**config.mk**
```make
export PLATFORM = sky130hd
export DESIGN_NAME = instr_loader
export DESIGN_NICKNAME = d
export VERILOG_FILES = /design/src/rtl/instr_loader_pkg.sv /design/src/rtl/rx_timeout.sv /design/src/rtl/instr_loader.sv
export SDC_FILE = /design/constraint.sdc
export NUM_CORES = 1
export LEC_CHECK = 0
export ABC_AREA = 1
export CAP_MARGIN = 20
export CORE_ASPECT_RATIO = 1.2
export CORE_MARGIN = 2
export CORE_UTILIZATION = 35
export DETAILED_ROUTE_END_ITERATION = 16
export GPL_ROUTABILITY_DRIVEN = 0
export PLACE_DENSITY = 0.51
export SLEW_MARGIN = 15
export SYNTH_ARGS = -nofsm -noshare
export SYNTH_HDL_FRONTEND = slang
export SYNTH_SLANG_ARGS = --single-unit
```
**constraint.sdc**
```tcl
create_clock -name clk -period 2.3 [get_ports clk]
set_clock_uncertainty 0.1 [all_clocks]
set_input_delay 0.345 -clock clk [delete_from_list [all_inputs] [get_ports clk]]
set_output_delay 0.345 -clock clk [all_outputs]
set_load 0.05 [all_outputs]
```
**src/rtl/instr_loader_pkg.sv**
```systemverilog
// ============================================================================
// Module      : instr_loader_pkg
// Description : Shared types and constants for the instruction image loader.
// Revision    : 1.0 - initial release
// ============================================================================
`default_nettype none

package instr_loader_pkg;

   // Loader FSM states
   typedef enum logic [2:0] {
      S_IDLE     = 3'd0,
      S_LEN_LO   = 3'd1,
      S_LEN_HI   = 3'd2,
      S_WAIT_ACK = 3'd3,
      S_LOAD     = 3'd4,
      S_FINISH   = 3'd5
   } state_t;

   // Default image start marker
   localparam logic [7:0] C_SYNC_BYTE = 8'hA5;

   // States in which the loader owns (or is requesting) instruction memory
   function automatic logic is_load_mode(input state_t s);
      return (s == S_WAIT_ACK) || (s == S_LOAD) || (s == S_FINISH);
   endfunction

   // States in which the inter-byte gap is supervised
   function automatic logic is_timed(input state_t s);
      return (s == S_LEN_LO) || (s == S_LEN_HI) || (s == S_WAIT_ACK) || (s == S_LOAD);
   endfunction

endpackage

`default_nettype wire

```
**src/rtl/rx_timeout.sv**
```systemverilog
// ============================================================================
// Module      : rx_timeout
// Description : Inter-byte gap supervisor. Counts enabled cycles since the
//               last clear and flags expiry once TIMEOUT_CYCLES is reached.
// Revision    : 1.0 - initial release
// ============================================================================
`default_nettype none

module rx_timeout #(
   parameter int TIMEOUT_CYCLES = 1000000
) (
   input  logic clk,
   input  logic reset,
   input  logic i_clear,
   input  logic i_enable,
   output logic o_expired
);

   localparam int                 C_CNT_W = $clog2(TIMEOUT_CYCLES + 1);
   localparam logic [C_CNT_W-1:0] C_LIMIT = C_CNT_W'(TIMEOUT_CYCLES);

   logic [C_CNT_W-1:0] r_count;

   // Gap counter: reloads on clear, saturates at the limit
   always_ff @(posedge clk) begin
      if (reset || i_clear) begin
         r_count <= '0;
      end else if (i_enable && (r_count != C_LIMIT)) begin
         r_count <= r_count + C_CNT_W'(1);
      end
   end

   assign o_expired = (r_count == C_LIMIT);

endmodule

`default_nettype wire

```
**src/rtl/instr_loader.sv**
```systemverilog
// ============================================================================
// Module      : instr_loader
// Description : Receives an instruction image over a UART byte stream
//               (sync byte, 16-bit word count, little-endian words) and
//               writes it into instruction memory through the load bus.
// Revision    : 1.0 - initial release
// ============================================================================
`default_nettype none

module instr_loader
   import instr_loader_pkg::*;
#(
   parameter int         INSTR_MEM_SIZE = 256,
   parameter logic [7:0] SYNC_BYTE      = C_SYNC_BYTE,
   parameter int         TIMEOUT_CYCLES = 1000000
) (
   input  logic        clk,
   input  logic        reset,
   input  logic [7:0]  i_rx_data,
   input  logic        i_rx_valid,
   input  logic        i_mem_wait,
   output logic [31:0] o_ld_instr_in,
   output logic [31:0] o_ld_instr_addr,
   output logic        o_ld_instr_wren,
   output logic        o_ld_instr_active,
   output logic        o_done,
   output logic        o_error
);

   localparam logic [31:0] C_MAX_LEN = 32'(INSTR_MEM_SIZE);

   state_t      r_state,     w_state_n;
   logic [15:0] r_len,       w_len_n;
   logic [1:0]  r_byte_idx,  w_byte_idx_n;
   logic [23:0] r_shift,     w_shift_n;     // three most recent bytes of the word in progress
   logic        r_pend,      w_pend_n;
   logic [31:0] r_pend_word, w_pend_word_n; // completed word awaiting its write slot
   logic [31:0] r_addr,      w_addr_n;
   logic [15:0] r_wr_cnt,    w_wr_cnt_n;
   logic [15:0] r_rx_words,  w_rx_words_n;  // words assembled so far; caps capture at N
   logic [31:0] r_instr_in,  w_instr_in_n;
   logic [31:0] r_instr_addr, w_instr_addr_n;
   logic        r_wren,      w_wren_n;
   logic        r_active,    w_active_n;
   logic        r_done,      w_done_n;
   logic        r_error,     w_error_n;

   logic [15:0] w_len_full;
   logic        w_expired;
   logic        w_tmo_clear;
   logic        w_tmo_en;

   assign w_len_full  = {i_rx_data, r_len[7:0]};
   assign w_tmo_en    = is_timed(r_state);
   assign w_tmo_clear = i_rx_valid || !w_tmo_en;

   rx_timeout #(
      .TIMEOUT_CYCLES (TIMEOUT_CYCLES)
   ) u_rx_timeout (
      .clk       (clk),
      .reset     (reset),
      .i_clear   (w_tmo_clear),
      .i_enable  (w_tmo_en),
      .o_expired (w_expired)
   );

   // State and datapath register bank; every output is taken from here
   always_ff @(posedge clk) begin
      if (reset) begin
         r_state      <= S_IDLE;
         r_len        <= '0;
         r_byte_idx   <= '0;
         r_shift      <= '0;
         r_pend       <= 1'b0;
         r_pend_word  <= '0;
         r_addr       <= '0;
         r_wr_cnt     <= '0;
         r_rx_words   <= '0;
         r_instr_in   <= '0;
         r_instr_addr <= '0;
         r_wren       <= 1'b0;
         r_active     <= 1'b0;
         r_done       <= 1'b0;
         r_error      <= 1'b0;
      end else begin
         r_state      <= w_state_n;
         r_len        <= w_len_n;
         r_byte_idx   <= w_byte_idx_n;
         r_shift      <= w_shift_n;
         r_pend       <= w_pend_n;
         r_pend_word  <= w_pend_word_n;
         r_addr       <= w_addr_n;
         r_wr_cnt     <= w_wr_cnt_n;
         r_rx_words   <= w_rx_words_n;
         r_instr_in   <= w_instr_in_n;
         r_instr_addr <= w_instr_addr_n;
         r_wren       <= w_wren_n;
         r_active     <= w_active_n;
         r_done       <= w_done_n;
         r_error      <= w_error_n;
      end
   end

   // Next-state, byte capture and write-slot decisions
   always_comb begin
      w_state_n      = r_state;
      w_len_n        = r_len;
      w_byte_idx_n   = r_byte_idx;
      w_shift_n      = r_shift;
      w_pend_n       = r_pend;
      w_pend_word_n  = r_pend_word;
      w_addr_n       = r_addr;
      w_wr_cnt_n     = r_wr_cnt;
      w_rx_words_n   = r_rx_words;
      w_instr_in_n   = '0;
      w_instr_addr_n = '0;
      w_wren_n       = 1'b0;
      w_done_n       = 1'b0;
      w_error_n      = 1'b0;

      case (r_state)
         S_IDLE: begin
            if (i_rx_valid && (i_rx_data == SYNC_BYTE)) begin
               w_state_n = S_LEN_LO;
            end
         end

         S_LEN_LO: begin
            if (w_expired) begin
               w_error_n = 1'b1;
               w_state_n = S_IDLE;
            end else if (i_rx_valid) begin
               w_len_n   = {8'h00, i_rx_data};
               w_state_n = S_LEN_HI;
            end
         end

         S_LEN_HI: begin
            if (w_expired) begin
               w_error_n = 1'b1;
               w_state_n = S_IDLE;
            end else if (i_rx_valid) begin
               if ((w_len_full == 16'd0) || ({16'd0, w_len_full} > C_MAX_LEN)) begin
                  w_error_n = 1'b1;
                  w_state_n = S_IDLE;
               end else begin
                  w_len_n      = w_len_full;
                  w_byte_idx_n = '0;
                  w_pend_n     = 1'b0;
                  w_addr_n     = '0;
                  w_wr_cnt_n   = '0;
                  w_rx_words_n = '0;
                  w_state_n    = S_WAIT_ACK;
               end
            end
         end

         S_WAIT_ACK, S_LOAD: begin
            if (w_expired) begin
               w_error_n = 1'b1;
               w_pend_n  = 1'b0;
               w_state_n = S_IDLE;
            end else begin
               // Write slot: only once the memory is ours
               if ((r_state == S_LOAD) && r_pend) begin
                  w_wren_n       = 1'b1;
                  w_instr_in_n   = r_pend_word;
                  w_instr_addr_n = r_addr;
                  w_addr_n       = r_addr + 32'd1;
                  w_wr_cnt_n     = r_wr_cnt + 16'd1;
                  w_pend_n       = 1'b0;
                  if ((r_wr_cnt + 16'd1) == r_len) begin
                     w_state_n = S_FINISH;
                  end
               end
               // Byte capture runs independently of the write slot; a
               // completed word overrides the pending flag cleared above.
               // A second word completing before the grant overwrites the
               // first; the mapper is expected to grant within a word time.
               if (i_rx_valid && (r_rx_words < r_len)) begin
                  w_shift_n    = {i_rx_data, r_shift[23:8]};
                  w_byte_idx_n = r_byte_idx + 2'd1;
                  if (r_byte_idx == 2'd3) begin
                     w_pend_word_n = {i_rx_data, r_shift};
                     w_pend_n      = 1'b1;
                     w_rx_words_n  = r_rx_words + 16'd1;
                  end
               end
               if ((r_state == S_WAIT_ACK) && i_mem_wait) begin
                  w_state_n = S_LOAD;
               end
            end
         end

         S_FINISH: begin
            w_done_n  = 1'b1;
            w_state_n = S_IDLE;
         end

         default: begin
            w_state_n = S_IDLE;
         end
      endcase

      w_active_n = is_load_mode(w_state_n);
   end

   assign o_ld_instr_in     = r_instr_in;
   assign o_ld_instr_addr   = r_instr_addr;
   assign o_ld_instr_wren   = r_wren;
   assign o_ld_instr_active = r_active;
   assign o_done            = r_done;
   assign o_error           = r_error;

endmodule

`default_nettype wire

```
---- Yosys cells after proc, flatten, opt, wreduce, memory -nomap -nowiden ----
Cells that the tools add are included.
storage, ports and cells
  register bits ........................... 230
  input bits .............................. 12
  output and inout bits ................... 68
cells by class
  add/sub/neg operators ................... 5
  $lt $le $gt $ge ......................... 2
  equality and inequality tests ........... 22
  muxes and demuxes ....................... 54
  bitwise logic cells ..................... 4
  reductions and logical operators ........ 30
operators by type and width
  kind                   count
  $mux 16                13
  $mux 32                5
  $pmux 16 s2            3
  $pmux 32 s2            1
  $add 16x1->16 const B  2
  $add 32x1->32 const B  1
  $mux 3                 9
  $add 20x1->20 const B  1
  $eq 20x20->1 const B   1
  $ne 20x20->1 const B   1
  $ne 2x2->1 const B     9
  $reduce_and 6->1       3
  $eq 16x16->1           1
  $gt 16x9->1 const B    1
  $logic_not 16->1       1
  $lt 16x16->1           1
  $mux 1                 13
  $eq 3x3->1 const B     4
  $mux 2                 6
  $pmux 3 s4             1
  $reduce_and 4->1       3
  $eq 3x2->1 const B     3
  $eq 8x8->1 const B     1
  $logic_or 1x1->1       8
  15 further kinds       25

---- Longest topological paths before layout ----
Gate-level depths: netlist of the first run.
  depth in word-level cells ............... 10
  mapped depth ............................ 16
  depth with buffers taken out ............ 16

---- Modules after synthesis ----
Synthesis of the first run repeated with hierarchy kept, for this count alone.
unflattened totals
  cells, all modules ...................... 1,483
  area total of the unflattened synthesis .. 10,640.2 um2
by module, submodules not included
  module        instances  cells an instance  area an instance (um2)  seq. area each (um2)
  instr_loader  1          1,269              9,270.1                 4,204.0
  rx_timeout    1          214                1,370.1                 400.4

---- Worst setup path before layout of the first run ----
No wires, ideal clock.
  kind .................................... register to register
  from .................................... reg r_rx_words[9]
  to ...................................... reg r_shift[8]
  setup time .............................. 0.132 ns
  data arrival time ....................... 1.795 ns
  data required time ...................... 2.068 ns
  path slack .............................. 0.273 ns
  cell stages (with the launch flop) ...... 13
  path buffers ............................ 1
  clock period less this slack ............ 2.027 ns
  cell sequence ........................... dfxtp_1 > ha_1 > a21oi_1 > o21ai_0 > nand3_1 > nand2_1 > a21oi_1 > nand2_1 > inv_2 > nand2_1 > buf_2 > nand2_1 > a21oi_1
between the ends
  longest elaborated chain between the ends .. 3
ends and longest elaborated chain
  what                        RTL line             RTL
  start: declaration          instr_loader.sv:40   logic [15:0] r_rx_words, w_rx_words_n;
  start signal: assignment    instr_loader.sv:94   r_rx_words <= w_rx_words_n;
  $lt 16x16->1                instr_loader.sv:180  if (i_rx_valid && (r_rx_words < r_len)) begin
  $logic_and 1x1->1           instr_loader.sv:180
  $reduce_and 3->1 (no line)  --
  end signal: assignment      instr_loader.sv:89   r_shift <= w_shift_n;
  end: declaration            instr_loader.sv:35   logic [23:0] r_shift, w_shift_n;
No other way between the ends.
A chain may end at the register's enable or synchronous reset.

---- Final worst setup path of the first run ----
  from .................................... reg r_len[13]
  to ...................................... reg r_pend_word[27]
between the ends
  longest elaborated chain between the ends .. 3
ends and longest elaborated chain
  what                        RTL line             RTL
  start: declaration          instr_loader.sv:33   logic [15:0] r_len, w_len_n;
  start signal: assignment    instr_loader.sv:87   r_len <= w_len_n;
  $lt 16x16->1                instr_loader.sv:180
  $logic_and 1x1->1           instr_loader.sv:180
  $reduce_and 4->1 (no line)  --
  end signal: assignment      instr_loader.sv:91   r_pend_word <= w_pend_word_n;
  end: declaration            instr_loader.sv:37   logic [31:0] r_pend_word, w_pend_word_n;
No other way between the ends.

==> impl_metrics.ini, run 1 <==
[die]
start_util_pct = 35.5
ios = 80
fp.dieH_um = 193
rows = 69
dieArea_um2 = 31300
core_um2 = 29500
die_w_um = 162

[layout]
final_layout_size_suffix_gt1_share_pct = 10.8
seq_area_um2 = 4610
nets = 1619
n_fill_cell = 3048
post-route-util_pct = 45.1
multi_input_area_um2 = 5120
synthToLayoutAreaGrowth_pct = 27.2
antenna_cells = 0

[clock_tree]
ctsHoldBuffers = 0
cts_setup_buffers = 0
cts_htree_levels = 1
root_buffer = clkbuf_16
clock_latency_ns = 0.53
clkSlewWorstSetupHoldPaths_ns = 0.06
cts_tree = yes
clockBufferDepth = 3
cts-buffers-inserted = 24
cts_num_sinks = 230

[timing]
fin_crit_ns = 2.19
setup-tns-final_ns = 0
maxSlewHeadroom_pct = 65.6
layout_setup_ws_ns = 0.109
rsz0062_at_grt = yes
hold_viol = 0
setup_violations = 0
finalCritPeriodShare_pct = 95.2
worst_pin_slew_ns = 0.515
slew_viol_final = 0
max_freq_mhz = 457

[job]
timing.max_cap.violations = 0

[logic_synthesis]
synth_most_common_cell = nand2_1
synth_edf_count = 0
synthMuxAreaShare_pct = 0
synth.largest_area_cell = dfxtp_1
synthCells = 1459
synth_top_area_share_pct = 44.0
synth_adder_area_share_pct = 2.51
yosys_warnings = 0
synth_top_family_by_area = simple AND/OR/NAND/NOR gates
avgSynthCellArea_um2 = 7.18
ys_seq_area_share_pct = 44.0
synth-xor-area-share_pct = 2.76
ys_types = 44
syn_area_um2 = 10500
synth_commonest_cells = nand2_1 (289), dfxtp_1 (230), nor2_1 (185)
ys_ff_latch = 230
yosys.area_share.simple_pct = 30.1
synthTopCellsByArea = dfxtp_1 (44%), nand2_1 (10%), a21oi_1 (7.3%), nor2_1 (6.6%), inv_1 (5.5%)
async_reset_ff_share_pct = 0
syn-num-nets = 1492
synth-compound-area-share_pct = 12.2
yosys_most_used_dff = dfxtp_1

[power]
power_density_nw_per_um2 = 632
irDropWorstVdd_mv = 0.525
leakage_nw = 4.67

[grt]
grt_pass1_wl_um = 47700
grt_max_degree = 70
grt_overflow = 0
globalRouteTotalUtil_pct = 18.3
antenna_found_initial = 0
grt_pass1_vias = 9546

[setup_path]
cp_max_fo = 5
critPathLaunchType = flip-flop
crit_slowest_cell = dfxtp_1
path_cells = inv_1 > ha_1 > a21oi_1 > nand2_2 > a21oi_4 > nand4_4 > clkbuf_16 > buf_4 > nand2_1 > a21oi_1
worst_ep_arrival_time_ns = 2.49
critical-path-top-delay-family = buffers and inverters
max_stage_delay_ns = 0.35
crit_top_cell = a21oi_1
required_ns = 2.60
endpoint_kind = flip-flop
path_buf_inv = 3
path_class = flip-flop to flip-flop

[placed_design]
dp_hpwl_um = 20900
io_buffers = 79
post-place-ws_ns = -0.114

[detailed_routing]
routedWlPerCell_um = 14.8
route.detailed.drc = 0
routed_wl_um = 29500
vias = 9793
drt-pass1-iter-count = 4
final_antenna_net_count = 0
drt-initial-drc-count = 423
vias_per_cell = 4.91

[status]
status = complete, no violations

[hold_path]
hp-class = input port to flip-flop
-- per-stage QoR --
stage               cells  power, mW  area [um2]  hold slack (ns)
floorplan            1459       4.14       10500            0.308
global placement     1945       4.22       12100            0.320
detailed placement   1945       4.22       12100            0.321
CTS                  1988       8.52       13000            0.207
global route         1993       8.68       13300            0.240
finish               1993       8.42       13300            0.234
-- layer usage --
layer  vias up  wire [um]  global-route usage, %
li1       5035          -                      -
met1      4507      13200                   23.4
met2       185      14200                   31.3
met3        66       1050                   2.14
met4         0       1070                   7.05
met5         -          0                      0
-- sequential cells by signal, summed over array words and instances, names as in the netlist, 20 cells and up --
name and count:
o_ld_instr_in 32, r_pend_word 32, o_ld_instr_addr 32, r_shift 24
r_addr 32, u_rx_timeout.r_count 20
-- cell type report --
| cell class | instances | share of cell area (%) |
|---|---|---|
| clock inverters | 9 | 1.38 |
| well taps | 390 | 3.66 |
| clock buffers | 34 | 5.17 |
| multi-input cells | 1008 | 38.4 |
| flip-flops and latches | 230 | 34.6 |
| repair buffers | 159 | 12.1 |
| inverters | 163 | 4.64 |
-- layout by cell type (no fill, tap or decap), types with 5 or more instances in the layout --
| cell | instances |
|---|---|
| clkbuf_8 | 5 |
| nor4_1 | 8 |
| o21ai_0 | 52 |
| nand3_1 | 111 |
| xor2_1 | 25 |
| nor2_1 | 184 |
| clkdlybuf4s50_1 | 78 |
| nand2_1 | 285 |
| nor3b_1 | 5 |
| clkbuf_16 | 29 |
| ha_1 | 18 |
| o21ai_1 | 15 |
| bufinv_16 | 5 |
| a21oi_1 | 148 |
| clkbuf_1 | 5 |
| a211oi_2 | 5 |
| buf_12 | 10 |
| nor3_1 | 47 |
| nand4_1 | 44 |
| xnor2_1 | 8 |
| dfxtp_1 | 229 |
| nand2_2 | 6 |
| inv_1 | 149 |
| inv_2 | 11 |
| buf_4 | 62 |
-- worst paths after layout --
path / startpoint / end / slack, ns / cells past startpoint
worst max-delay path: r_len[13] / r_pend_word[27] / 0.11 / 10
worst min-delay path: reset / r_byte_idx[0] / 0.23 / 3
worst max register to register: r_len[13] / r_pend_word[27] / 0.11 / 10
worst min register to register: r_pend_word[30] / o_ld_instr_in[30] / 0.32 / 2
-- cell families after synthesis --
family          count (synthesis)
compound gates                240
xor+xnor                       33
fa+ha+maj                      21
buf+inv                       221
flops                         230
simple gates                  714
-- repair_timing --
action	CTS	global route
pin swaps	0	7
resized for setup	1	49
gates cloned	0	5
setup endpoints to repair	20	184
-- where the power goes --
part / switching, mW / internal (mW) / total [mW]
Combinational: 0.0950 / 0.0525 / 0.148
Clock: 1.65 / 2.64 / 4.29
Sequential: 0.000348 / 3.98 / 3.98
Total: 1.74 / 6.68 / 8.42
-- worst reg2reg max path, stage by stage (launching register included) --
cell	delay, ns
dfxtp_1	0.35
inv_1	0.10
ha_1	0.34
a21oi_1	0.16
nand2_2	0.11
a21oi_4	0.20
nand4_4	0.23
clkbuf_16	0.25
buf_4	0.14
nand2_1	0.05
a21oi_1	0.06
Note: power is estimated with default switching activity, not from simulation.
==> run 2: changes to the inputs <==
--- a/config.mk
+++ b/config.mk
@@ -9,10 +9,10 @@
 export CAP_MARGIN = 20
 export CORE_ASPECT_RATIO = 1.2
 export CORE_MARGIN = 2
-export CORE_UTILIZATION = 35
+export CORE_UTILIZATION = 59
 export DETAILED_ROUTE_END_ITERATION = 16
 export GPL_ROUTABILITY_DRIVEN = 0
-export PLACE_DENSITY = 0.51
+export PLACE_DENSITY = 0.79
 export SLEW_MARGIN = 15
 export SYNTH_ARGS = -nofsm -noshare
 export SYNTH_HDL_FRONTEND = slang
==> impl_metrics.ini, run 2 (synthesis results as in run 1) <==
[timing]
finalCritPeriodShare_pct = 98.0
max_freq_mhz = 444
worst_pin_slew_ns = 0.530
setup-tns-final_ns = 0
fin_crit_ns = 2.25
slew_viol_final = 0
setup_violations = 0
maxSlewHeadroom_pct = 64.5
hold_viol = 0

[clock_tree]
cts_tree = yes
cts-buffers-inserted = 23
root_buffer = clkbuf_16
clockBufferDepth = 3
ctsHoldBuffers = 0
clkSlewWorstSetupHoldPaths_ns = 0.07
cts_htree_levels = 1
cts_num_sinks = 230
clock_latency_ns = 0.53

[layout]
antenna_cells = 0
fin_cells = 1800
synthToLayoutAreaGrowth_pct = 22.5
layout_commonest_cell = nand2_1
final_layout_size_suffix_gt1_share_pct = 9.81
post-route-util_pct = 73.6
nets = 1598
seq_area_um2 = 4610
multi_input_area_um2 = 5130
mostFrequentLayoutCells = nand2_1 (286), dfxtp_1 (227), nor2_1 (181), inv_1 (149), a21oi_1 (145)
n_fill_cell = 1364

[detailed_routing]
drt-initial-drc-count = 902
routedWlPerCell_um = 15.6
drt-pass1-iter-count = 6
vias = 10300
final_antenna_net_count = 0
routed_wl_um = 28100
vias_per_cell = 5.73
route.detailed.drc = 0

[grt]
grt_pass1_vias = 9585
antenna_found_initial = 0
grt_overflow = 0
grt_max_degree = 87
globalRouteTotalUtil_pct = 28.2
grt_pass1_wl_um = 44700

[placed_design]
io_buffers = 79
dp_hpwl_um = 18700
dp.cells = 1752

[die]
fp.dieH_um = 150
rows = 53
ios = 80
start_util_pct = 60.0
core_um2 = 17400
die_w_um = 126
dieArea_um2 = 18800

[power]
power_density_nw_per_um2 = 618
irDropWorstVdd_mv = 0.699
power_mw = 7.92
leakage_nw = 4.48

[status]
status = complete, no violations

[setup_path]
required_ns = 2.61
critPathLaunchType = flip-flop
cp_max_fo = 7
endpoint_kind = flip-flop
path_class = flip-flop to flip-flop
worst_ep_arrival_time_ns = 2.56

[hold_path]
hp-class = input port to flip-flop

[job]
timing.max_cap.violations = 0
-- run 2: routing by layer --
layer	up-vias	part of all wire (%)	GRT usage, %
li1	4993	-	-
met1	4851	40	33.6
met2	405	51	50.8
met3	72	5.9	3.83
met4	0	3.3	12.1
met5	-	0	0
-- run 2: per-stage QoR --
stage	hold slack, ns	setup WS [ns]	area [um2]
floorplan	0.308	0.273	10500
global placement	0.319	0.0306	11800
detailed placement	0.318	-0.0574	11800
CTS	0.0104	0.0395	12500
global route	0.0274	-0.0801	12800
finish	0.0270	0.0460	12800
-- run 2: cell type report --
cell class	count	share of cell area, %
clock buffer	32	4.83
sequential	230	35.9
multi-input combinational	1008	40.0
inverter	163	4.80
clock inverter	8	1.05
timing repair buffer	139	11.2
tap	220	2.15
-- run 2: power breakdown --
group | total, mW | switching (mW) | internal [mW]
Sequential | 3.98 | 0.000372 | 3.98
Combinational | 0.141 | 0.0925 | 0.0489
Clock | 3.80 | 1.57 | 2.23
-- run 2: critical path, stage by stage (launching register included) --
cell and delay [ns]:
dfxtp_1 0.34, inv_1 0.09, ha_1 0.32, a211o_1 0.34
a21oi_4 0.18, nand4_4 0.27, buf_6 0.24, o21ai_0 0.20
a21oi_1 0.06
-- run 2: timing repair --
| action | CTS | global route |
|---|---|---|
| endpoints found under the setup margin | 0 | 139 |
| buffers inserted | 0 | 2 |
| resized for setup | 0 | 63 |
-- run 2: path summary, 6_finish.rpt --
check | start | end | slack, ns | cells after the start
worst max-delay path | r_len[15] | r_pend_word[19] | 0.05 | 8
worst min-delay path | reset | r_pend | 0.03 | 2
worst max register to register | r_len[15] | r_pend_word[19] | 0.05 | 8
worst min register to register | r_pend_word[30] | o_ld_instr_in[30] | 0.34 | 2
